$ cat src/rtl/out_hold.sv
// Output conditioner: turns an internal request into a clean external drive line
// with an assert delay and minimum high/low times counted in msec_pulse ticks.
module out_hold #(
  parameter int ON_DELAY = 2,
  parameter int MIN_HIGH = 6,
  parameter int MIN_LOW  = 6,
  parameter int CW       = 4
) (
  input  logic clk,
  input  logic rst,
  input  logic msec_pulse,
  input  logic req,
  input  logic force_off,
  output logic out_pin,
  output logic busy
);

  localparam logic [2:0] S_LOW       = 3'd0;
  localparam logic [2:0] S_DELAY_ON  = 3'd1;
  localparam logic [2:0] S_HIGH_HOLD = 3'd2;
  localparam logic [2:0] S_HIGH      = 3'd3;
  localparam logic [2:0] S_LOW_HOLD  = 3'd4;

  localparam logic [CW-1:0] CNT_ON   = CW'(ON_DELAY);
  localparam logic [CW-1:0] CNT_HIGH = CW'(MIN_HIGH);
  localparam logic [CW-1:0] CNT_LOW  = CW'(MIN_LOW);
  localparam logic [CW-1:0] CNT_ONE  = CW'(1);

  logic [2:0]    state;
  logic [2:0]    state_nxt;
  logic [CW-1:0] cnt;
  logic [CW-1:0] cnt_nxt;
  logic          expire;

  // The entry edge only loads cnt, so a tick coincident with entry is not counted.
  assign expire = msec_pulse && (cnt == CNT_ONE);

  always_comb begin
    state_nxt = state;
    cnt_nxt   = cnt;
    case (state)
      S_LOW: begin
        if (req && !force_off) begin
          if (ON_DELAY > 0) begin
            state_nxt = S_DELAY_ON;
            cnt_nxt   = CNT_ON;
          end else begin
            state_nxt = S_HIGH_HOLD;
            cnt_nxt   = CNT_HIGH;
          end
        end
      end
      S_DELAY_ON: begin
        if (!req || force_off) begin
          state_nxt = S_LOW;
          cnt_nxt   = '0;
        end else if (expire) begin
          state_nxt = S_HIGH_HOLD;
          cnt_nxt   = CNT_HIGH;
        end else if (msec_pulse) begin
          cnt_nxt = cnt - CNT_ONE;
        end
      end
      S_HIGH_HOLD: begin
        if (force_off || (expire && !req)) begin
          state_nxt = S_LOW_HOLD;
          cnt_nxt   = CNT_LOW;
        end else if (expire) begin
          state_nxt = S_HIGH;
          cnt_nxt   = '0;
        end else if (msec_pulse) begin
          cnt_nxt = cnt - CNT_ONE;
        end
      end
      S_HIGH: begin
        if (!req || force_off) begin
          state_nxt = S_LOW_HOLD;
          cnt_nxt   = CNT_LOW;
        end
      end
      S_LOW_HOLD: begin
        // A request seen at expiry is picked up from LOW on the following edge.
        if (expire) begin
          state_nxt = S_LOW;
          cnt_nxt   = '0;
        end else if (msec_pulse) begin
          cnt_nxt = cnt - CNT_ONE;
        end
      end
      default: begin
        state_nxt = S_LOW;
        cnt_nxt   = '0;
      end
    endcase
  end

  // Outputs are registered from the next state so no input reaches out_pin combinationally.
  always_ff @(posedge clk) begin
    if (rst) begin
      state   <= S_LOW;
      cnt     <= '0;
      out_pin <= 1'b0;
      busy    <= 1'b0;
    end else begin
      state   <= state_nxt;
      cnt     <= cnt_nxt;
      out_pin <= (state_nxt == S_HIGH_HOLD) || (state_nxt == S_HIGH);
      busy    <= (state_nxt == S_DELAY_ON) || (state_nxt == S_HIGH_HOLD) ||
                 (state_nxt == S_LOW_HOLD);
    end
  end

endmodule

$ cat config.mk
export PLATFORM = sky130hd
export DESIGN_NAME = out_hold
export DESIGN_NICKNAME = d
export VERILOG_FILES = /design/src/rtl/out_hold.sv
export SDC_FILE = /design/constraint.sdc
export NUM_CORES = 1
export LEC_CHECK = 0
export ABC_AREA = 0
export ABC_CLOCK_PERIOD_IN_PS = 2100
export CORE_UTILIZATION = 40
export CTS_CLUSTER_DIAMETER = 40
export DETAILED_ROUTE_END_ITERATION = 12
export SYNTH_ARGS = -nofsm -noshare
export SYNTH_HDL_FRONTEND = slang
export SYNTH_SLANG_ARGS = --single-unit
$ cat constraint.sdc
create_clock -name clk -period 2.1 [get_ports clk]
set_clock_uncertainty 0.1 [all_clocks]
set_input_delay 0.42 -clock clk [delete_from_list [all_inputs] [get_ports clk]]
set_output_delay 0.42 -clock clk [all_outputs]
set_load 0.03 [all_outputs]
==> metrics.md <==
| Metric | Value |
|---|---|
| Outcome | `finished clean` |
| Fillers | `145` |
| Synth Area in Compound Gates | `0.2591` |
| First-pass GRT wire length | `2352 µm` |
| H-tree Lvls | `1` |
| Pin count of the biggest net entering global routing | `16` |
| Core Rows | `14` |
| CP Cell Sequence | `inv_1, ha_1, and4bb_4, o221a_1, a21oi_1, a22oi_1, nor4_2` |
| Post-DRT Antenna Nets | `0` |
| I/O pin cnt | `7` |
| Post-Synth Adder-Cell Area | `0.03839` |
| Dpl cell area | `752.0 µm²` |
| Final Core Density | `0.5166` |
| Cts repair resizes | `0` |
| Design Area, Final | `778.2 µm²` |
| Seq cells post-synth | `9` |
| Mux contribution to synthesized area | `0.03263` |
| Die ar. | `1795 µm²` |
| Vias | `624` |
| Core ar. | `1506 µm²` |
| Final #Nets | `98` |
| Worst hold start | `cnt[3]$_SDFFE_PP0P_` |
| Crit Path Max Fanout | `5` |
| Clk buf depth | `2` |
| Synthesized instance count | `79` |
| Distinct cells, synth | `39` |
| Max Clk Rate | `0.5366 GHz` |
| Max Slew Vio Count | `0` |
| Clock slew at reported path FFs | `0.07 ns` |
| Synth Flop Type | `dfxtp_1` |
| Vias per cell | `5.887` |
| Width of the die | `42.37 µm` |
| Worst EP arrival | `1.96 ns` |
| Max Cap Viol | `0` |
| Commonest non-fill, non-tap cells in the layout | `nor2_1 (10), dfxtp_1 (9), nor3_1 (6), clkdlybuf4s50_1 (6), buf_4 (6)` |
| FF+latch area | `180.2 µm²` |
| Die height | `42.37 µm` |
| Clock Sinks | `9` |
| # hold bufs at CTS | `0` |
| Total Wirelength | `1419 µm` |
| Area Overhead vs Synth | `19.39%` |
| Sequential element share of the synthesized area | `0.2764` |
| CP Launch Point | `cnt[1]$_SDFFE_PP0P_` |
| Total grt overflow | `0` |
| Detail Placement HPWL | `1016 µm` |
| Hold Violations, Final | `0` |
| Final min period | `1.864 ns` |
| CTS buffer count | `3` |
| Post-route DRC | `0` |
| Fraction of layout cells with a size suffix above 1 | `0.1778` |
| CP max stage cell | `dfxtp_1` |
| Syn avg cell area | `8.252 µm²` |
| Final period util | `0.8875` |
| Peak supply drop | `300.6 µV` |
| RePlAce Congestion | `0.7917` |
| Number of global-route vias before repair | `541` |
| Clock root cell | `clkbuf_4` |
| # setup viols final | `0` |
| Worst r2r src | `cnt[1]$_SDFFE_PP0P_` |
| Starting DRT DRC Count | `12` |
| CP top delay family | `compound AO/OA/AOI/OAI gates` |
| Pre-antenna DRT Iters | `5` |
| Initial core utilization | `0.4327` |
| Worst path max stage delay | `0.39 ns` |
| Post CTS Setup Buffer Count | `0` |
| CP startpoint kind | `flop` |
| Wire per inst | `13.39 µm` |
| GRT Overall Usage | `0.1767` |
| Simple-Gate Fraction of Synth Area | `0.3109` |
| Pwr per Cell Area | `530.9 nW/µm²` |
| Overall power | `0.4132 mW` |
| Commonest non-fill, non-tap cell in the layout | `nor2_1` |
| Mapped cell area | `651.9 µm²` |
| Footprint of the multi-input gates | `435.4 µm²` |
| Worst path bufs/invs | `1` |
| Crit path capture type | `flop` |
| Min-delay worst type | `reg2reg` |
| Antenna violations before repair | `0` |
| Critical Path RT | `2.19 ns` |
| Post-synth EDFFs | `0` |
| Leak | `0.2837 nW` |
| CP Class | `reg2reg` |
| Synth warn | `0` |
| Worst rel slew slack | `0.6818` |
| Worst-skew pair later-pin latency | `0.28 ns` |
| Syn_nets | `86` |
| # diodes | `0` |
| Largest family of logic cells by synthesized area | `simple AND/OR/NAND/NOR gates` |
| CTS tree | `built` |
| Unrepaired setup endpoints after global routing | `false` |
| Port bufs | `6` |
| Worst-Margin Slew | `0.4767 ns` |
| Post-Synth XOR/XNOR Area | `0.02687` |
| Share of synthesized registers carrying an async set or reset | `0` |
-- cell families (layout without fill, tap and decap cells) --
family                     after synthesis  after routing
and+or+nand+nor                         33             33
xor gates and xnor gates                 2              2
muxes                                    2              2
buffers and inverters                    8             19
DFF                                      9              9
AOI/OAI and AO/OA                       23             23
adders and majority gates                2              2
-- metrics by stage --
step	std cells	hold WS, ns	TNS [ns]	setup slack (ns)
global route	106	0.4741	0	0.1456
global placement	102	0.4367	0	0.009630
detailed placement	102	0.4332	-0.01394	-0.007433
floorplan	79	0.3860	0	0.4147
CTS	106	0.4513	0	0.2168
finish	106	0.4546	0	0.2363
-- state kept, by name (all words and copies together), names as in the netlist --
| signal | count |
|---|---|
| state | 3 |
| busy | 1 |
| cnt | 4 |
| out_pin | 1 |
-- tightest hold or removal path, delay by kind of cell (launching register included) --
| kind | cells | cell delay [ns] |
|---|---|---|
| flops | 1 | 0.37 |
| xor+xnor | 1 | 0.08 |
| simple gates | 1 | 0.07 |
-- layout make-up --
type                       count  area share
clock buffer                   4     0.03376
inverter                       3     0.01447
multi-input combinational     62      0.5595
sequential                     9      0.2315
tap                           16     0.02572
timing repair buffer          12      0.1350
-- cells in the mapped netlist (all sizes together), types with 2 or more instances --
| cell type | count | share of area |
|---|---|---|
| nor3 | 6 | 0.046 |
| a31oi | 3 | 0.029 |
| buf | 3 | 0.027 |
| nand2 | 4 | 0.023 |
| dfxtp | 9 | 0.28 |
| ha | 2 | 0.038 |
| clkbuf | 2 | 0.012 |
| a21oi | 4 | 0.036 |
| a2111oi | 3 | 0.040 |
| o21ai | 3 | 0.023 |
| nor2 | 11 | 0.067 |
| inv | 3 | 0.017 |
| o211ai | 3 | 0.035 |
| nand2b | 3 | 0.040 |
-- report_power, final --
group	internal [mW]	switching [mW]
Clock	0.0736	0.0714
Combinational	0.0428	0.0394
Sequential	0.177	0.00863
-- metal layers --
layer  part of all wire  global-route usage  up-vias
li1                   -                   -      323
met1               0.48              0.2164      282
met2               0.45              0.2677       15
met3              0.054             0.07759        4
met4              0.015             0.07500        0
met5                  0                   0        -
-- final timing paths --
check / slack (ns) / to / depth (start not counted)
worst min-delay path: 0.45 / cnt[3]$_SDFFE_PP0P_ / 2
worst max-delay path: 0.24 / cnt[1]$_SDFFE_PP0P_ / 7
worst max register to register: 0.24 / cnt[1]$_SDFFE_PP0P_ / 7
worst min register to register: 0.45 / cnt[3]$_SDFFE_PP0P_ / 2
Note: power is estimated with default switching activity, not from simulation.
